--- src/rtl/tdm_pkg.sv ---
// Definitions shared by the TDM serializer and deserializer.
// TDM_DEMUX_PARITY_EN adds a trailing even-parity slot to every frame.
package tdm_pkg;

`ifdef TDM_DEMUX_PARITY_EN
  localparam int TDM_PAR_SLOT = 1;
`else
  localparam int TDM_PAR_SLOT = 0;
`endif

  function automatic int slot_w(input int n, input int par);
    return $clog2(n + par);
  endfunction

endpackage

--- src/rtl/tdm_slot_counter.sv ---
// Frame slot counter: advances on each accepted bit, restarts at 1 on sync.
module tdm_slot_counter #(
  parameter int W = 3
) (
  input  logic         clk,
  input  logic         rst,
  input  logic         adv_i,
  input  logic         sync_i,
  input  logic [W-1:0] wrap_i,
  output logic [W-1:0] cnt_o,
  output logic         last_o
);

  logic [W-1:0] cnt_q, cnt_d;

  assign last_o = (cnt_q == wrap_i);
  assign cnt_o  = cnt_q;

  // A sync bit is itself slot 0, so the next expected slot is 1.
  always_comb begin
    cnt_d = cnt_q;
    if (adv_i) begin
      if (sync_i)      cnt_d = W'(1);
      else if (last_o) cnt_d = '0;
      else             cnt_d = cnt_q + W'(1);
    end
  end

  always_ff @(posedge clk) begin
    if (rst) cnt_q <= '0;
    else     cnt_q <= cnt_d;
  end

endmodule

--- src/rtl/tdm_demux.sv ---
// TDM demultiplexer: scatters serial slot bits into an N-bit word behind a valid/ready register.
// TDM_DEMUX_PARITY_EN appends an even-parity slot and drops frames that fail it.
module tdm_demux
  import tdm_pkg::*;
#(
  parameter  int N  = 8,
  parameter  int m  = $clog2(N),
  localparam int F  = N + TDM_PAR_SLOT,
  localparam int SW = slot_w(N, TDM_PAR_SLOT)
) (
  input  logic          clk,
  input  logic          rst,
  input  logic          din,
  input  logic          din_valid,
  input  logic          frame_sync,
  output logic [SW-1:0] slot,
  output logic [N-1:0]  out,
  output logic          out_valid,
  input  logic          out_ready,
  output logic          overrun,
  output logic          parity_err
);

  localparam logic [SW-1:0] WRAP = SW'(F - 1);

  logic [SW-1:0] cnt;
  logic          last;
  logic          complete;
  logic          data_slot;
  logic          par_bad;

  logic [N-1:0]  shadow_q, shadow_d;
  logic [N-1:0]  out_q, out_d;
  logic          vld_q, vld_d;
  logic          ovr_q, ovr_d;
  logic          perr_q, perr_d;

  tdm_slot_counter #(.W(SW)) u_cnt (
    .clk    (clk),
    .rst    (rst),
    .adv_i  (din_valid),
    .sync_i (frame_sync),
    .wrap_i (WRAP),
    .cnt_o  (cnt),
    .last_o (last)
  );

  // A sync on the final slot restarts the frame instead of completing it.
  assign complete = din_valid & ~frame_sync & last;

`ifdef TDM_DEMUX_PARITY_EN
  assign data_slot = ~last;
  assign par_bad   = ^{shadow_q, din};
`else
  assign data_slot = 1'b1;
  assign par_bad   = 1'b0;
`endif

  always_comb begin
    shadow_d = shadow_q;
    if (din_valid) begin
      if (frame_sync)     shadow_d = {{(N-1){1'b0}}, din};
      else if (data_slot) shadow_d[cnt[m-1:0]] = din;
    end
  end

  // shadow_d already holds the final data bit when no parity slot follows it.
  always_comb begin
    out_d  = out_q;
    vld_d  = vld_q;
    ovr_d  = 1'b0;
    perr_d = 1'b0;
    if (vld_q && out_ready) vld_d = 1'b0;
    if (complete) begin
      if (par_bad) begin
        perr_d = 1'b1;
      end else if (!vld_q || out_ready) begin
        out_d = shadow_d;
        vld_d = 1'b1;
      end else begin
        ovr_d = 1'b1;
      end
    end
  end

  always_ff @(posedge clk) begin
    if (rst) begin
      shadow_q <= '0;
      out_q    <= '0;
      vld_q    <= 1'b0;
      ovr_q    <= 1'b0;
      perr_q   <= 1'b0;
    end else begin
      shadow_q <= shadow_d;
      out_q    <= out_d;
      vld_q    <= vld_d;
      ovr_q    <= ovr_d;
      perr_q   <= perr_d;
    end
  end

  assign slot       = cnt;
  assign out        = out_q;
  assign out_valid  = vld_q;
  assign overrun    = ovr_q;
  assign parity_err = perr_q;

endmodule

--- config.mk ---
export PLATFORM = sky130hd
export DESIGN_NAME = tdm_demux
export DESIGN_NICKNAME = d
export VERILOG_FILES = /design/src/rtl/tdm_pkg.sv /design/src/rtl/tdm_slot_counter.sv /design/src/rtl/tdm_demux.sv
export SDC_FILE = /design/constraint.sdc
export NUM_CORES = 1
export LEC_CHECK = 0
export CORE_MARGIN = 5
export CORE_UTILIZATION = 44
export DETAILED_ROUTE_END_ITERATION = 7
export PLACE_DENSITY = 0.83
export RECOVER_POWER = 100
export REMOVE_ABC_BUFFERS = 1
export SYNTH_ARGS = -nofsm -noshare
export SYNTH_HDL_FRONTEND = slang
export SYNTH_SLANG_ARGS = --single-unit
--- constraint.sdc ---
create_clock -name clk -period 1.5 [get_ports clk]
set_input_delay 0.225 -clock clk [delete_from_list [all_inputs] [get_ports clk]]
set_output_delay 0.225 -clock clk [all_outputs]
set_load 0.005 [all_outputs]
==> results of run 1 <==
==> cells by family after synthesis <==
kind of cell / count (synthesis) / share of synthesized area [%]
compound gates: 29 / 21.2
fa+ha+maj: 2 / 2.62
buf+inv: 16 / 8.52
flops: 21 / 44.0
mux: 7 / 7.34
other cells: 1 / 0.393
simple gates: 25 / 15.9
==> cell type report <==
type | count | area [um^2]
flip-flops and latches | 21 | 424
inverters | 6 | 22.5
repair buffers | 32 | 290
multi-input cells | 64 | 480
clock buffers | 3 | 22.5
clock inverters | 1 | 5.00
fillers | 163 | 743
well taps | 27 | 33.8
==> cells in the final DEF, fill, tap and decap left out, types with 3 or more instances in the layout <==
master / count
dfxtp_1: 18
clkdlybuf4s50_1: 14
a21oi_1: 11
buf_4: 11
mux2i_1: 7
inv_1: 6
o32ai_1: 6
nor2_1: 4
a211oi_1: 4
nand3b_1: 3
nor2b_1: 3
nor3b_1: 3
nand2_1: 3
a211oi_2: 3
clkbuf_4: 3
dfxtp_2: 3
==> synth_stat cells, drive strengths merged (2+ instances only) <==
master	count	area, um^2
inv	6	22.5
nand2b	2	12.5
nand3	2	10.0
o32ai	6	52.6
buf	5	40.0
nand3b	3	22.5
nor2	4	15.0
a211oi	7	52.6
nor3b	3	22.5
nor3	2	10.0
nor2b	3	18.8
clkbuf	5	18.8
ha	2	25.0
dfxtp	21	420
mux2i	7	70.1
nand2	3	11.3
a21oi	12	60.1
==> through the flow <==
stage	setup TNS, ns	hold slack [ns]
2_1_floorplan	-0.944	0.293
5_1_grt	-0.0110	0.509
3_3_place_gp	-0.819	0.437
3_5_place_dp	-1.17	0.450
6_report	0	0.488
4_1_cts	0	0.477
==> worst paths after layout <==
path / cells after the start / start / slack [ns] / endpoint
worst max register to register: 4 / u_cnt.cnt_o[0]$_SDFFE_PP0P_ / 0.02 / out[0]$_SDFFE_PP0P_
worst min register to register: 2 / shadow_q[3]$_SDFF_PP0_ / 0.49 / shadow_q[3]$_SDFF_PP0_
worst min-delay path: 2 / shadow_q[3]$_SDFF_PP0_ / 0.49 / shadow_q[3]$_SDFF_PP0_
worst max-delay path: 4 / u_cnt.cnt_o[0]$_SDFFE_PP0P_ / 0.02 / out[0]$_SDFFE_PP0P_
==> worst min-delay path: cells and delay by family (launching register included) <==
family                 cells  cell delay [ns]
buffers and inverters      1             0.05
AO/OA/AOI/OAI              1             0.07
flip-flops                 1             0.33
==> timing repair <==
item,4_1_cts,5_1_grt
pin swaps,0,2
setup buffers,0,0
endpoints found under the setup margin,10,8
resized for setup,8,8
==> power breakdown <==
group / switching (W) / internal, W
combinational: 0.0000491 / 0.0000502
clock: 0.000167 / 0.0000992
sequential: 0.00000373 / 0.000564
total: 0.000220 / 0.000713
==> state kept, by name, indices dropped and copies added (netlist names) <==
signal,count
out,8
overrun,1
out_valid,1
u_cnt.cnt_o,3
shadow_q,8
==> per-layer routing <==
| layer | part of all wire [%] | wire length (um) | global-route usage (%) |
|---|---|---|---|
| met1 | 43 | 955 | 15.6 |
| met2 | 49 | 1090 | 22.8 |
| met3 | 5.7 | 126 | 4.13 |
| met4 | 1.9 | 42 | 8.47 |
| met5 | 0 | 0 | 0 |
==> results.yml, run 1 <==
clock_tree:
  cts_max_path_buffers: 2
  ctsHtreeMaxLevel: 1
  clk_latency_ns: 0.29
  hold_buffers: 0
  cts_sinks: 21
  clockRootBuffer: "clkbuf_4"
  cts.clk_slew.worst_paths_ns: 0.11
  cts_tree: "yes"
  cts_made_buffers: 3
global_routing:
  grt-ovfl-total: 0
  first_global_vias: 788
  grt_usage_pct: 13.9
  grt_max_degree: 13
  grt_pass1_wl_um: 3470
  antenna_found_initial: 0
route:
  wl_per_cell_um: 14.4
  dr.pass1.iters: 5
  vias: 821
  post-route-drc-count: 0
  routed_wl_um: 2210
  drt-initial-drc-count: 17
  drtAntennaViolNets: 0
  drt-vias-per-instance: 5.33
floorplanning:
  die_y_um: 56.6
  initial_core_util_pct: 47.2
  core_um2: 2020
  chipWidth_um: 56.6
  dieArea_um2: 3200
  ioPinCount: 20
  num_rows: 16
critical_path:
  crit_path_max_fanout: 3
  critPathMaxStageDelay_ns: 0.53
  cp_slowest_cell: "or4b_4"
  critPathKind: "flop to flop"
  path_cells: "buf_4, or4b_4, a21bo_1, a311oi_2"
  crit_buf_inv: 1
  cp.required_ns: 1.72
  cp_data_arrival_time_ns: 1.70
  crit_family: "simple AND/OR/NAND/NOR gates"
  endpoint_kind: "flop"
  start_kind: "flop"
layout:
  nets: 136
  fin_area_um2: 1280
  fin_util_pct: 63.2
  syn_to_final_growth_pct: 33.9
  stdcell_count: 154
  antenna_cells: 0
  drive_gt1_share_pct: 23.6
timing:
  min_period_over_period_pct: 98.5
  rsz0062_at_grt: "true"
  slew_violations: 0
  post-route-min-period_ns: 1.48
  finalHoldViolCount: 0
  setup_ws_ns: 0.0218
  setup_violations: 0
  fmax_mhz: 676
  skew_ns: 0.000382
yosys:
  synth_cells: 101
  ys_seq_area_share_pct: 44.0
  synth_area_per_cell_um2: 9.45
  synth_area_um2: 955
  synth_cell_type_count: 27
  ys_ff_latch: 21
  synthArstFlopShare_pct: 0
  synth_warnings: 0
  synth_edf_count: 0
  synth_ff_type: "dfxtp_1"
pwr:
  power.density_nw_per_um2: 730
  p_total_w: 0.000934
  power_leakage_nw: 0.481
  ir_drop_uv: 454
placed_design:
  portBuffers: 18
  dpl.cell_count: 150
  place_ws_ns: -0.186
  post_dp_cell_area_um2: 1210
  dpl.hpwl_um: 1630
  gp_congestion: 0.757
run_status:
  outcome: "finished, final reports clean"
job:
  maxCapViolCount: 0
worst_hold_path:
  hold_class: "flop to flop"
Power figures use the tool's default switching activity.
==> run 2: changes to the inputs <==
--- a/config.mk
+++ b/config.mk
@@ -6,9 +6,11 @@
 export NUM_CORES = 1
 export LEC_CHECK = 0
 export CORE_MARGIN = 5
-export CORE_UTILIZATION = 44
+export CORE_UTILIZATION = 49
 export DETAILED_ROUTE_END_ITERATION = 7
-export PLACE_DENSITY = 0.83
+export GPL_TIMING_DRIVEN = 0
+export HOLD_SLACK_MARGIN = 0.05
+export PLACE_DENSITY = 0.87
 export RECOVER_POWER = 100
 export REMOVE_ABC_BUFFERS = 1
 export SYNTH_ARGS = -nofsm -noshare
==> constraint.sdc (replaced) <==
create_clock -name clk -period 1.58 [get_ports clk]
set_input_delay 0.237 -clock clk [delete_from_list [all_inputs] [get_ports clk]]
set_output_delay 0.237 -clock clk [all_outputs]
set_load 0.005 [all_outputs]
==> run 2 against run 1 <==
Final cell count is 6.5% lower. Clock skew increased by 0.0029 ns. Core utilization increased by 0.18 points. Global-route usage grew 0.66 points. Critical endpoint unchanged. Flip-flop and latch count stayed put. Design area decreased by 5.7%. Maximum frequency down 3.9%. First-iteration DRC count grew 18%. Register-to-register slack better by 0.02 ns. Setup slack gained 0.020 ns. Clock-buffer cell count stayed put.
==> results.yml, run 2 (synthesis gave the netlist of run 1 again) <==
placed_design:
  post_dp_cell_area_um2: 1110
  dpl.hpwl_um: 1340
  place_ws_ns: -0.505
  dpl.cell_count: 136
  gp_congestion: 0.726
  portBuffers: 18
route:
  drt-vias-per-instance: 5.53
  post-route-drc-count: 0
  dr.pass1.iters: 4
  routed_wl_um: 1900
  drt-initial-drc-count: 20
  vias: 796
  wl_per_cell_um: 13.2
  drtAntennaViolNets: 0
run_status:
  outcome: "finished, final reports clean"
floorplanning:
  chipWidth_um: 54.1
  core_um2: 1900
  dieArea_um2: 2930
  ioPinCount: 20
  initial_core_util_pct: 50.2
  die_y_um: 54.1
  num_rows: 16
clock_tree:
  cts_made_buffers: 3
  ctsHtreeMaxLevel: 1
  hold_buffers: 0
  cts_sinks: 21
  cts.clk_slew.worst_paths_ns: 0.11
  cts_max_path_buffers: 2
  clockRootBuffer: "clkbuf_4"
  clk_latency_ns: 0.30
  cts_tree: "yes"
pwr:
  clkPwrFrac_pct: 29.3
  pwr-share-comb_pct: 9.1
  power_switching_w: 0.000205
  power_leakage_nw: 0.463
  switching_share_pct: 23.6
  power.density_nw_per_um2: 720
  ir_drop_uv: 510
  seq_power_share_pct: 61.7
  p_int_w: 0.000663
layout:
  fin_area_um2: 1210
  nFillCells: 158
  final_cell_mix: "dfxtp_1 (18), a21oi_1 (12), dlygate4sd3_1 (10)"
  mostFrequentLayoutCell: "dfxtp_1"
  nets: 126
  multiInputGateArea_um2: 479
  antenna_cells: 0
  drive_gt1_share_pct: 17.1
  regArea_um2: 432
  syn_to_final_growth_pct: 26.3
  stdcell_count: 144
critical_path:
  startpoint: "u_cnt.cnt_o[0]$_SDFFE_PP0P_"
  critPathKind: "flop to flop"
  rrSetupSlack_ns: 0.04
  crit_end: "out[0]$_SDFFE_PP0P_"
  r2r_start: "u_cnt.cnt_o[0]$_SDFFE_PP0P_"
  endpoint_kind: "flop"
  cp.required_ns: 1.80
  cp_data_arrival_time_ns: 1.76
  crit_path_max_fanout: 10
  start_kind: "flop"
  worstReg2RegEnd: "out[0]$_SDFFE_PP0P_"
  reg2regPathDepth: 4
timing:
  finalHoldViolCount: 0
  worst_slew_pin_slew_ns: 0.839
  slew_violations: 0
  min_period_over_period_pct: 97.3
  setup_ws_ns: 0.0419
  rsz0062_at_grt: "true"
  setup_violations: 0
  hold_ws_ns: 0.477
  fmax_mhz: 650
  slew_headroom_pct: 44.0
  skew_ns: 0.00328
  post-route-min-period_ns: 1.54
global_routing:
  grt_pass1_wl_um: 3150
  grt-ovfl-total: 0
  grt_usage_pct: 14.5
  antenna_found_initial: 0
  grt_max_degree: 23
  first_global_vias: 748
job:
  maxCapViolCount: 0
worst_hold_path:
  hold_class: "flop to flop"
-- run 2: power by group through the flow --
stage                     Clock [W]  Combinational (W)  Sequential, W
after floorplan                   0          0.0000299       0.000554
after global placement            0          0.0000659       0.000556
after detailed placement          0          0.0000680       0.000557
after CTS                  0.000264          0.0000790       0.000537
after global routing       0.000284          0.0000873       0.000537
final                      0.000254          0.0000786       0.000536
-- run 2: worst min path at each step --
stage                                start                     end  slack, ns  cells after the start
floorplan                              rst     out[0]$_SDFFE_PP0P_       0.30                      1
global placement    shadow_q[7]$_SDFF_PP0_  shadow_q[7]$_SDFF_PP0_       0.43                      2
detailed placement  shadow_q[7]$_SDFF_PP0_  shadow_q[7]$_SDFF_PP0_       0.45                      2
CTS                 shadow_q[7]$_SDFF_PP0_  shadow_q[7]$_SDFF_PP0_       0.48                      2
global route        shadow_q[5]$_SDFF_PP0_  shadow_q[5]$_SDFF_PP0_       0.51                      2
finish              shadow_q[7]$_SDFF_PP0_  shadow_q[7]$_SDFF_PP0_       0.48                      2
-- run 2: through the flow --
| step | TNS (ns) | power [W] | utilization, % |
|---|---|---|---|
| after floorplan | -0.304 | 0.000584 | - |
| after global placement | -6.41 | 0.000622 | 58.4 |
| after detailed placement | -7.06 | 0.000625 | 58.4 |
| after CTS | -0.000826 | 0.000880 | 62.5 |
| after global routing | -0.00806 | 0.000908 | 63.4 |
| final | 0 | 0.000868 | 63.4 |
-- run 2: area by class of cell --
| class | instances | area share (%) |
|---|---|---|
| Inverter | 6 | 1.87 |
| Sequential cell | 21 | 35.8 |
| Multi-Input combinational cell | 64 | 39.7 |
| Tap cell | 27 | 2.80 |
| Timing Repair Buffer | 22 | 17.5 |
| Clock buffer | 3 | 1.87 |
| Clock inverter | 1 | 0.415 |
-- run 2: repair_timing --
item / CTS / global route
gates resized for setup: 11 / 5
endpoints found under the setup margin: 14 / 15
setup buffers: 4 / 0
-- run 2: per-layer routing --
layer | GRT usage (%) | vias to the layer above | part of all wire [%]
li1 | - | 391 | -
met1 | 18.0 | 380 | 42
met2 | 24.3 | 23 | 51
met3 | 2.77 | 2 | 5.7
met4 | 6.22 | 0 | 0.90
met5 | 0 | - | 0
-- run 2: worst max-delay path: stages (launching register included) --
cell	delay [ns]
dfxtp_4	0.37
buf_4	0.16
or4b_4	0.54
a21bo_1	0.21
a311oi_2	0.18
==> run 3: changes to the inputs <==
--- a/config.mk
+++ b/config.mk
@@ -6,13 +6,14 @@
 export NUM_CORES = 1
 export LEC_CHECK = 0
 export CORE_MARGIN = 5
-export CORE_UTILIZATION = 49
+export CORE_UTILIZATION = 30
 export DETAILED_ROUTE_END_ITERATION = 7
 export GPL_TIMING_DRIVEN = 0
 export HOLD_SLACK_MARGIN = 0.05
-export PLACE_DENSITY = 0.87
+export PLACE_DENSITY = 0.62
 export RECOVER_POWER = 100
 export REMOVE_ABC_BUFFERS = 1
+export SKIP_LAST_GASP = 1
 export SYNTH_ARGS = -nofsm -noshare
 export SYNTH_HDL_FRONTEND = slang
 export SYNTH_SLANG_ARGS = --single-unit
==> run 3 against run 2 <==
Highest routed layer unchanged. Core utilization decreased by 23 points. Clock power increased by 3%. Sequential power is essentially flat. Critical endpoint unchanged. Register-to-register slack hardly changed. Maximum frequency up 0.32%. Clock skew about the same.
==> results.yml, run 3 (synthesis gave the netlist of run 1 again) <==
floorplanning:
  num_rows: 20
  ioPinCount: 20
  dieArea_um2: 4410
  core_um2: 3050
  initial_core_util_pct: 31.3
  die_y_um: 66.4
  chipWidth_um: 66.4
layout:
  fin_util_pct: 40.0
  mostFrequentLayoutCell: "dfxtp_1"
  final_cell_mix: "dfxtp_1 (18), a21oi_1 (12), dlygate4sd3_1 (9)"
  nFillCells: 311
  drive_gt1_share_pct: 14.5
  syn_to_final_growth_pct: 27.8
  antenna_cells: 0
  nets: 126
pwr:
  seq_power_share_pct: 61.2
  power_leakage_nw: 0.458
  clkPwrFrac_pct: 29.6
  power.density_nw_per_um2: 720
  pwr-share-comb_pct: 9.1
  p_int_w: 0.000666
  power_switching_w: 0.000213
  switching_share_pct: 24.2
  ir_drop_uv: 301
timing:
  worst_slew_pin_slew_ns: 0.813
  slew_headroom_pct: 45.7
  finalHoldViolCount: 0
  rsz0062_at_grt: "false"
  min_period_over_period_pct: 97.0
  setup_violations: 0
  fmax_mhz: 652
  setup_ws_ns: 0.0468
  post-route-min-period_ns: 1.53
  skew_ns: 0.00281
  slew_violations: 0
critical_path:
  cp_data_arrival_time_ns: 1.76
  start_kind: "flop"
  endpoint_kind: "flop"
  critPathKind: "flop to flop"
  cp.required_ns: 1.81
  rrSetupSlack_ns: 0.05
  crit_path_max_fanout: 7
route:
  post-route-drc-count: 0
  routed_wl_um: 2090
  drt-initial-drc-count: 41
  wl_per_cell_um: 13.0
  drt-vias-per-instance: 4.76
  dr.pass1.iters: 4
  drtAntennaViolNets: 0
  vias: 766
global_routing:
  grt_usage_pct: 11.0
  grt_max_degree: 23
  grt_pass1_wl_um: 3660
  antenna_found_initial: 0
  first_global_vias: 749
  grt-ovfl-total: 0
clock_tree:
  cts.clk_slew.worst_paths_ns: 0.12
  cts_tree: "yes"
  ctsHtreeMaxLevel: 1
  cts_made_buffers: 3
  clk_latency_ns: 0.31
  cts_max_path_buffers: 2
  clockRootBuffer: "clkbuf_4"
  cts_sinks: 21
worst_hold_path:
  hold_class: "flop to flop"
job:
  maxCapViolCount: 0
placed_design:
  gp_congestion: 0.735
  dpl.hpwl_um: 1470
  portBuffers: 18
  place_ws_ns: -0.523
run_status:
  outcome: "finished, final reports clean"
==> run 3: repair_timing <==
item | 4_1_cts | 5_1_grt
cloned | 0 | 0
hold buffers | 0 | 0
endpoints found under the setup margin | 19 | 14
setup buffers | 4 | 0
resized for setup | 9 | 3
==> run 3: metal layers <==
layer	track usage, %	part of all wire [%]
met2	17.5	48
met4	4.57	1.1
met3	3.57	6.6
met5	0	0
met1	13.4	44
==> run 3: worst paths after layout <==
path	start	endpoint	cells past startpoint
min	shadow_q[6]$_SDFF_PP0_	shadow_q[6]$_SDFF_PP0_	2
max	u_cnt.cnt_o[0]$_SDFFE_PP0P_	out[0]$_SDFFE_PP0P_	4
max reg2reg	u_cnt.cnt_o[0]$_SDFFE_PP0P_	out[0]$_SDFFE_PP0P_	4
min reg2reg	shadow_q[6]$_SDFF_PP0_	shadow_q[6]$_SDFF_PP0_	2
==> run 3: layout make-up <==
cell class / count / area, um^2 / share of cell area (%)
clock buffer: 3 / 22.5 / 1.85
sequential: 21 / 429 / 35.2
tap: 44 / 55.1 / 4.51
multi-input combinational: 64 / 464 / 38.1
timing repair buffer: 22 / 221 / 18.2
inverter: 6 / 22.5 / 1.85
clock inverter: 1 / 5.00 / 0.410
==> run 3: metrics by stage <==
stage / total power (W) / hold WS [ns] / instances / instance area [um^2] / TNS (ns)
6_report: 0.000879 / 0.486 / 161 / 1220 / 0
4_1_cts: 0.000896 / 0.489 / 161 / 1210 / 0
5_1_grt: 0.000934 / 0.520 / 161 / 1220 / 0
3_3_place_gp: 0.000624 / 0.440 / 153 / 1130 / -6.67
3_5_place_dp: 0.000626 / 0.470 / 153 / 1130 / -7.85
2_1_floorplan: 0.000584 / 0.305 / 91 / 896 / -0.304
==> run 3: worst max-delay path, cell delays in order, from the launching register on <==
cell and delay [ns]:
dfxtp_4 0.37, clkbuf_2 0.15, or4b_4 0.55, a21bo_1 0.21, a311oi_2 0.18
==> run 3: power by group through the flow <==
stage	clock network, W	logic (W)	registers [W]
CTS	0.000277	0.0000813	0.000538
finish	0.000261	0.0000802	0.000538
floorplan	0	0.0000299	0.000554
detailed placement	0	0.0000693	0.000557
global route	0.000306	0.0000885	0.000540
global placement	0	0.0000677	0.000556
